### src/rtl/list_walk_engine.sv
// Linked-list walk engine: follows value/next node pairs from head, reducing values (sum or max).
// Optional macro LIST_WALK_SAT_EN makes the mode-0 sum saturate instead of wrap.
module list_walk_engine #(
  parameter int DW        = 16,
  parameter int AW        = 8,
  parameter int MAX_NODES = 64,
  parameter int CW        = $clog2(MAX_NODES + 1)
) (
  input  logic          clk,
  input  logic          rst,
  input  logic          start,
  input  logic          mode,
  input  logic [AW-1:0] head,
  output logic [AW-1:0] mem_addr,
  output logic          mem_rd,
  input  logic [DW-1:0] mem_rdata,
  output logic          busy,
  output logic          done,
  output logic          err,
  output logic [DW-1:0] result,
  output logic [CW-1:0] count
);

  typedef enum logic [2:0] {IDLE, RD_VAL, ACC, NXT, FIN} state_t;

  state_t        state_q, state_d;
  logic [AW-1:0] ptr_q, ptr_d;
  logic          mode_q, mode_d;
  logic [DW-1:0] result_q, result_d;
  logic [CW-1:0] count_q, count_d;
  logic          err_q, err_d;

  logic [DW:0]   sum_w;
  logic [DW-1:0] sum_v, max_v;

  assign sum_w = {1'b0, result_q} + {1'b0, mem_rdata};
`ifdef LIST_WALK_SAT_EN
  assign sum_v = sum_w[DW] ? {DW{1'b1}} : sum_w[DW-1:0];
`else
  assign sum_v = sum_w[DW-1:0];
`endif
  assign max_v = (mem_rdata > result_q) ? mem_rdata : result_q;

  always_ff @(posedge clk) begin
    if (rst) begin
      state_q  <= IDLE;
      ptr_q    <= '0;
      mode_q   <= 1'b0;
      result_q <= '0;
      count_q  <= '0;
      err_q    <= 1'b0;
    end else begin
      state_q  <= state_d;
      ptr_q    <= ptr_d;
      mode_q   <= mode_d;
      result_q <= result_d;
      count_q  <= count_d;
      err_q    <= err_d;
    end
  end

  always_comb begin
    state_d  = state_q;
    ptr_d    = ptr_q;
    mode_d   = mode_q;
    result_d = result_q;
    count_d  = count_q;
    err_d    = err_q;
    mem_addr = '0;
    mem_rd   = 1'b0;
    done     = 1'b0;
    busy     = (state_q != IDLE);
    case (state_q)
      IDLE: begin
        if (start) begin
          mode_d   = mode;
          ptr_d    = head;
          result_d = '0;
          count_d  = '0;
          err_d    = 1'b0;
          state_d  = (head == '0) ? FIN : RD_VAL;
        end
      end
      RD_VAL: begin
        mem_addr = ptr_q;
        mem_rd   = 1'b1;
        state_d  = ACC;
      end
      ACC: begin
        result_d = mode_q ? max_v : sum_v;
        count_d  = count_q + CW'(1);
        // next-pointer word sits right after the value; wraps at 2^AW
        mem_addr = ptr_q + AW'(1);
        mem_rd   = 1'b1;
        state_d  = NXT;
      end
      NXT: begin
        ptr_d = mem_rdata[AW-1:0];
        if (ptr_d == '0) begin
          state_d = FIN;
        end else if (count_q == CW'(MAX_NODES)) begin
          err_d   = 1'b1;
          state_d = FIN;
        end else begin
          state_d = RD_VAL;
        end
      end
      FIN: begin
        done    = 1'b1;
        state_d = IDLE;
      end
      default: state_d = IDLE;
    endcase
  end

  assign result = result_q;
  assign count  = count_q;
  assign err    = err_q;

endmodule

### config.mk
export PLATFORM = sky130hd
export DESIGN_NAME = list_walk_engine
export DESIGN_NICKNAME = d
export VERILOG_FILES = /design/src/rtl/list_walk_engine.sv
export SDC_FILE = /design/constraint.sdc
export NUM_CORES = 1
export LEC_CHECK = 0
export ABC_AREA = 1
export CORE_UTILIZATION = 35
export DETAILED_ROUTE_END_ITERATION = 10
export SYNTH_ARGS = -nofsm -noshare
export SYNTH_HDL_FRONTEND = slang
export SYNTH_SLANG_ARGS = --single-unit
### constraint.sdc
create_clock -name clk -period 2.6 [get_ports clk]
set_clock_uncertainty 0.2 [all_clocks]
set_input_delay 0.39 -clock clk [delete_from_list [all_inputs] [get_ports clk]]
set_output_delay 0.39 -clock clk [all_outputs]
set_load 0.005 [all_outputs]
==> results of run 1 <==
[worst max path at each step]
stage	endpoint	depth (start not counted)	slack [ns]	from
after floorplan	result[13]$_SDFFE_PP0P_	14	0.59	result[5]$_SDFFE_PP0P_
after global placement	result[12]$_SDFFE_PP0P_	15	-0.06	mem_rdata[0]
after detailed placement	result[9]$_SDFFE_PP0P_	13	-0.11	mem_rdata[10]
after CTS	mem_addr[1]	3	0.07	state_q[0]$_SDFFE_PP0P_
after global routing	result[12]$_SDFFE_PP0P_	15	0.002	mem_rdata[5]
final	mem_addr[5]	5	0.12	state_q[1]$_SDFFE_PP0P_
[through the flow]
stage               hold slack, ns  total power [mW]
detailed placement           0.297              1.85
global placement             0.291              1.83
finish                       0.310              2.28
global route                 0.338              2.47
CTS                          0.312              2.28
floorplan                    0.269              1.34
[power by group]
| group | switching [mW] | internal, mW |
|---|---|---|
| clock network | 0.238 | 0.187 |
| registers | 0.0733 | 0.618 |
| logic | 0.637 | 0.526 |
| total | 0.949 | 1.33 |
[layout make-up]
class | instances | area, um2
multi-input cells | 407 | 2270
clock buffers | 5 | 68.8
flip-flops and latches | 36 | 726
repair buffers | 109 | 1000
clock inverters | 3 | 18.8
inverters | 93 | 352
well taps | 129 | 161
fillers | 986 | 4730
[worst register-to-register path: cells and delay by family, from the launching register on]
| family | cells | cell delay (ns) |
|---|---|---|
| adders and majority gates | 1 | 0.31 |
| buffers and inverters | 2 | 0.22 |
| DFF | 1 | 0.40 |
| and+or+nand+nor | 10 | 1.06 |
[layout by cell type, fill, tap and decap left out, types with 2 or more instances in the layout]
master and n:
nand2_2 3, clkinv_2 2, dfxtp_1 32, nand3_2 6, buf_12 2, a21oi_1 34
nand4_1 9, ha_1 34, nor2_1 61, or2_2 6, clkinv_1 2, nand3b_1 2
clkbuf_8 5, o211ai_1 3, xor2_1 7, nor2_4 2, dfxtp_2 4, nor4_1 3
nor2_2 3, dlygate4sd2_1 2, clkdlybuf4s50_1 60, nor3_2 2, nand3_1 24, a21oi_2 3
nor3_1 5, buf_4 44, inv_2 2, nand2_1 142, o21bai_1 2, o21ai_0 35
a31oi_1 8, inv_1 88
[per-layer routing]
metal,global-route usage,vias up,part of all wire
met4,0.0479,0,0.012
li1,-,1957,-
met2,0.368,112,0.47
met3,0.0265,13,0.053
met5,0,-,0
met1,0.280,1682,0.47
[flip-flops by register name (all words and copies together), names as in the netlist]
register	count
mode_q	1
result	16
ptr_q	8
state_q	3
err	1
count	7
[logic make-up (layout without fill, tap and decap cells)]
logic type | count (synthesis) | in the layout | share of synthesized area
AND/OR/NAND/NOR | 271 | 271 | 0.349
AO/OA/AOI/OAI | 93 | 93 | 0.158
adder cells (fa/ha/maj) | 35 | 35 | 0.131
XOR/XNOR | 7 | 7 | 0.0181
flip-flops | 36 | 36 | 0.212
buffers and inverters | 105 | 210 | 0.128
multiplexers | 1 | 1 | 0.00295
==> impl_results.md, run 1 <==
- Final Cell Area: ~4600 um2
- Fraction of layout cells with a size suffix above 1: 0.139
- Worst endpoint required time: between 2 and 2.5 ns
- H-tree depth: 2
- Worst min path class: reg2reg
- Nets: ~720
- Cell Pwr Density: 496 nW/um2
- Non-Filler Instances: approximately 780
- Vias in the first global route: around 3600
- Max frequency: just over 400 MHz
- Post-CTS Setup Bufs: 0
- Final number of setup-violating endpoints: 0
- Number of enable flip-flop cells after synthesis: 0
- Top cells by area, synth: dfxtp_1, nand2_1, ha_1, inv_1, nor2_1
- Post-synth top area cell: dfxtp_1
- Most common library cells after synthesis: nand2_1, inv_1, nor2_1, dfxtp_1, o21ai_0
- R2R Setup Slk: about 0.29 ns
- Post-synthesis sequential area ratio: 0.212
- Drt drc: 0
- Die area: about 10000 um2
- Worst path buffer plus inverter count: 3
- Dpl hpwl: 7.87 mm
- CP peak stage delay: 0.54 ns
- Maximum number of pins on one net before global-route repair: 27
- Post-route core utilization: 0.493
- CP endpoint kind: output port
- Tmin final: around 2.5 ns
- Area of the mapped netlist: approximately 3400 um2
- Syn-to-layout area delta: 35.5%
- Hold Path Stages: 2
- Initial antenna violation count: 0
- CTS tree: done
- First drt pass iteration count: 5
- DP Area: roughly 4500 um2
- Crit-path cells: inv_1 > nor3_4 > inv_4 > o32ai_2 > clkdlybuf4s50_1
- Worst skew pair latency: approximately 0.30 ns
- Mapped Nets: a little over 600
- MaxCap Viol Count: 0
- Remaining global-route overflow: 0
- CTS Buf Count: 5
- Worst Tran Pin Value: between 0.4 and 0.5 ns
- Overall routing resource usage: 0.212
- Hold_sp: result[11]$_SDFFE_PP0P_
- Yosys warns: 0
- Post-route ant nets: 0
- Data arrival, critical path: ~1.9 ns
- Clock Pin Slew Worst Setup and Hold Paths: 0.09 ns
- Cells on worst reg2reg path: 13
- Distinct cells, synth: 42
- Die Y: 100 um
- DIE WIDTH: 100 um
- Diode count: 0
- Pleak: ~2.2 nW
- DR vias: approximately 3800
- Starting Density: 0.364
- TNS Setup: 0 ns
- Worst-path maximum fanout: 9
- Slew margin rel.: 0.678
- Clock Sink Count: 36
- Drt via density: just under 5
- Gp weighted congestion: 0.908
- R2R Path Start: result[3]$_SDFFE_PP0P_
- Worst Hold End: result[11]$_SDFFE_PP0P_
- Slowest cell on the critical path: clkdlybuf4s50_1
- Crit path max-delay family: buffers and inverters
- CTS root buffer: clkbuf_8
- IO Count: between 60 and 70
- Post-CTS sizing: 7
- Post-Syn Instances: between 500 and 600
- PortBufs: 62
- RR Endpoint: result[13]$_SDFFE_PP0P_
- Final-report hold violation count: 0
- Peak VDD IR: between 0.2 and 0.25 mV
- #FFs+latches synth: 36
- Cts hold-fix bufs: 0
- Setup slack at placement: -0.113 ns
- Final Cycle Share: 0.954
- RSZ-0062 raised after global routing: true
- Top-count cell post-synth: nand2_1
- Row cnt: 35
- Setup WS post-layout: around 0.12 ns
- DR iter-0 viols: 239
- Crit path kind: reg2out
- Core area: 9330 um2
- Max Buffers Root-to-Sink: 2
- WL final: between 10 and 15 mm
- Mean Syn Cell Area: 6.19 um2
- First-pass GRT wire length: between 15 and 20 mm
- CP Launch Type: flop
- DR WL/cell: roughly 13 um
- Post-synth top flop: dfxtp_1
- Outcome: complete, no violations
- Slew Limit Fails: 0
- Cells after DPL: about 770
- Fraction of registers with async set/reset: 0
- Top cell type's share of synthesized area: 0.212
(Power assumes the default switching activity.)
==> inputs of run 2 (changes only) <==
- CORE_UTILIZATION: 35 -> 38
==> run 2 against run 1 <==
- wire length increased by 1.3%
- sequential share of layout area about the same
- setup slack improved by 0.038 ns
- largest power group unchanged
- die area decreased by 7.7%
- highest routed layer unchanged
- largest cell class unchanged
==> impl_results.md, run 2 (same netlist as run 1, synthesis figures left out) <==
- Post-route core utilization: 0.530 (+0.0375)
- DR vias: 3744 (-0.53%)
- RR Endpoint: result[13]$_SDFFE_PP0P_
- Initial antenna violation count: 0 (unchanged)
- Worst Hold End: count[6]$_SDFFE_PP0P_
- CP Launch Type: primary input
- Die area: 9310 um2 (-7.7%)
- Switching Share: 0.398 (-0.0183)
- CTS Buf Count: 5 (unchanged)
- GRT busiest layer: met2
- Area of the multi-input gates: 2290 um2 (+1.0%)
- Outcome: complete, no violations
- Most common cell after layout, fill and taps aside: nand2_1
- CTS tree: done
- First drt pass iteration count: 5 (unchanged)
- R2R Path Start: result[5]$_SDFFE_PP0P_
- Remaining global-route overflow: 0 (unchanged)
- Sequential share of power: 0.292 (-0.011)
- Cells on worst reg2reg path: 14 (+1)
- MaxCap Viol Count: 0 (unchanged)
- Syn-to-layout area delta: 35.7%
- Pleak: 2.17 nW (+0.97%)
- Nets: 715 (unchanged)
- Int Power: 1.43 mW (+7.2%)
- Grt met3 use: 0.0336 (+0.00718)
- Hold Path Stages: 2 (unchanged)
- Final Cell Area: 4600 um2 (+0.11%)
- Cell Pwr Density: 515 nW/um2 (+3.9%)
- Worst skew pair latency: 0.30 ns (about the same)
- Final Cycle Share: 0.939 (-0.0147)
- Vias in the first global route: 3623 (+1.8%)
- Total chip power: 2.37 mW (+4.0%)
- DIE WIDTH: 96.5 um (-3.9%)
- IO Count: 63 (unchanged)
- GRT met2 Usage: 0.405 (+0.0366)
- Maximum number of pins on one net before global-route repair: 23 (-15%)
- Share of power burned in the clock network: 0.217 (+0.030)
- R2R Setup Slk: 0.27 ns (-0.02 ns)
- Clock Pin Slew Worst Setup and Hold Paths: 0.09 ns (about the same)
- Worst Tran Pin Value: 0.450 ns (-0.0324 ns)
- M1 GR Usage: 0.301 (+0.0208)
- Worst endpoint required time: 2.59 ns (+0.58 ns)
- First-pass GRT wire length: 16.9 mm (-0.41%)
- PortBufs: 62 (unchanged)
- Fraction of layout cells with a size suffix above 1: 0.145 (+0.00613)
- Die Y: 96.5 um (-3.9%)
- Storage element area: 728 um2 (+0.34%)
- Diode count: 0 (unchanged)
- DP Area: 4410 um2 (-1.2%)
- Clock Sink Count: 36 (unchanged)
- Peak VDD IR: 0.259 mV (+12%)
- Overall routing resource usage: 0.235 (+0.0224)
- DR WL/cell: 13.6 um (+4.1%)
- Post-route ant nets: 0 (unchanged)
- Slew margin rel.: 0.699 (+0.0216)
- Drt via density: 4.92 (+2.2%)
- Max frequency: 410 MHz (+1.6%)
- H-tree depth: 2 (unchanged)
- Worst-path maximum fanout: 3 (-6)
- Crit path kind: in2reg
- Dpl hpwl: 8.03 mm (+2.1%)
- Tmin final: 2.44 ns (-0.0383 ns)
- Slew Limit Fails: 0 (unchanged)
- Gp weighted congestion: 0.906 (-0.31%)
- CP endpoint kind: flop
- Worst min path class: reg2reg
- Cts hold-fix bufs: 0 (unchanged)
- Final number of setup-violating endpoints: 0 (unchanged)
- CTS root buffer: clkbuf_8
- Row cnt: 34 (-2.9%)
- Drt drc: 0 (unchanged)
- Core area: 8680 um2 (-7.0%)
- Fill count: 896 (-9.1%)
- Net switching power: 943 uW (-0.60%)
- Starting Density: 0.391 (+0.0272)
- Data arrival, critical path: 2.43 ns (+0.54 ns)
- Max FFs per register: 16 (unchanged)
- DR iter-0 viols: 159 (-33%)
- TNS Setup: 0 ns (unchanged)
- Max Buffers Root-to-Sink: 2 (unchanged)
- Final-report hold violation count: 0 (unchanged)
- Hold_sp: count[6]$_SDFFE_PP0P_
- Most frequent cells in the layout: nand2_1, inv_1, nor2_1, clkdlybuf4s50_1, buf_4
- WL final: 10.4 mm (+1.3%)
- WHS: 0.299 ns (-0.0103 ns)
- Logic gate share of total power: 0.491 (-0.019)
run 2: worst max path at each step:
stage	from	endpoint	slack, ns	cells after the start
floorplan	result[5]$_SDFFE_PP0P_	result[13]$_SDFFE_PP0P_	0.59	14
global placement	mem_rdata[0]	result[10]$_SDFFE_PP0P_	-0.21	15
detailed placement	mem_rdata[0]	result[10]$_SDFFE_PP0P_	-0.20	15
CTS	ptr_q[2]$_SDFFE_PP0P_	mem_addr[7]	-0.01	7
global route	mem_rdata[0]	result[10]$_SDFFE_PP0P_	-0.0007	15
finish	mem_rdata[0]	result[6]$_SDFFE_PP0P_	0.16	14
run 2: cell type report:
| cell class | count | area share |
|---|---|---|
| multi-input cells | 407 | 0.499 |
| repair buffers | 109 | 0.215 |
| flip-flops and latches | 36 | 0.158 |
| inverters | 93 | 0.0759 |
| well taps | 108 | 0.0294 |
| clock buffers | 6 | 0.0158 |
| clock inverters | 2 | 0.00761 |
run 2: critical path, stage by stage:
cell             delay [ns]
clkdlybuf4s50_1        0.50
ha_2                   0.19
inv_1                  0.05
fa_2                   0.35
inv_1                  0.09
nand3_1                0.11
nand3_2                0.14
buf_4                  0.13
xor2_1                 0.14
nand2_1                0.06
o211ai_1               0.07
nand2_1                0.07
o21ai_0                0.08
nor2_1                 0.05
run 2: per-stage QoR:
step	instances	setup WS (ns)
after floorplan	548	0.588
after global placement	751	-0.215
after detailed placement	751	-0.198
after CTS	759	-0.0143
after global routing	761	-0.000698
final	761	0.159
run 2: power groups by stage:
stage | clock network, mW | logic (mW) | registers (mW)
finish | 0.515 | 1.16 | 0.692
global route | 0.542 | 1.31 | 0.703
CTS | 0.529 | 1.13 | 0.689
detailed placement | 0 | 1.13 | 0.700
global placement | 0 | 1.12 | 0.696
floorplan | 0 | 0.663 | 0.682
run 2: what timing repair did:
item                       CTS  global route
gates resized for setup      4            16
pin swaps                    0             2
setup buffers                0             2
setup endpoints to repair    2             9
run 2: routing by layer:
layer  vias up  share of wire
met5         -              0
li1       1967              -
met4         0          0.019
met1      1657           0.48
met3        14          0.047
met2       106           0.46
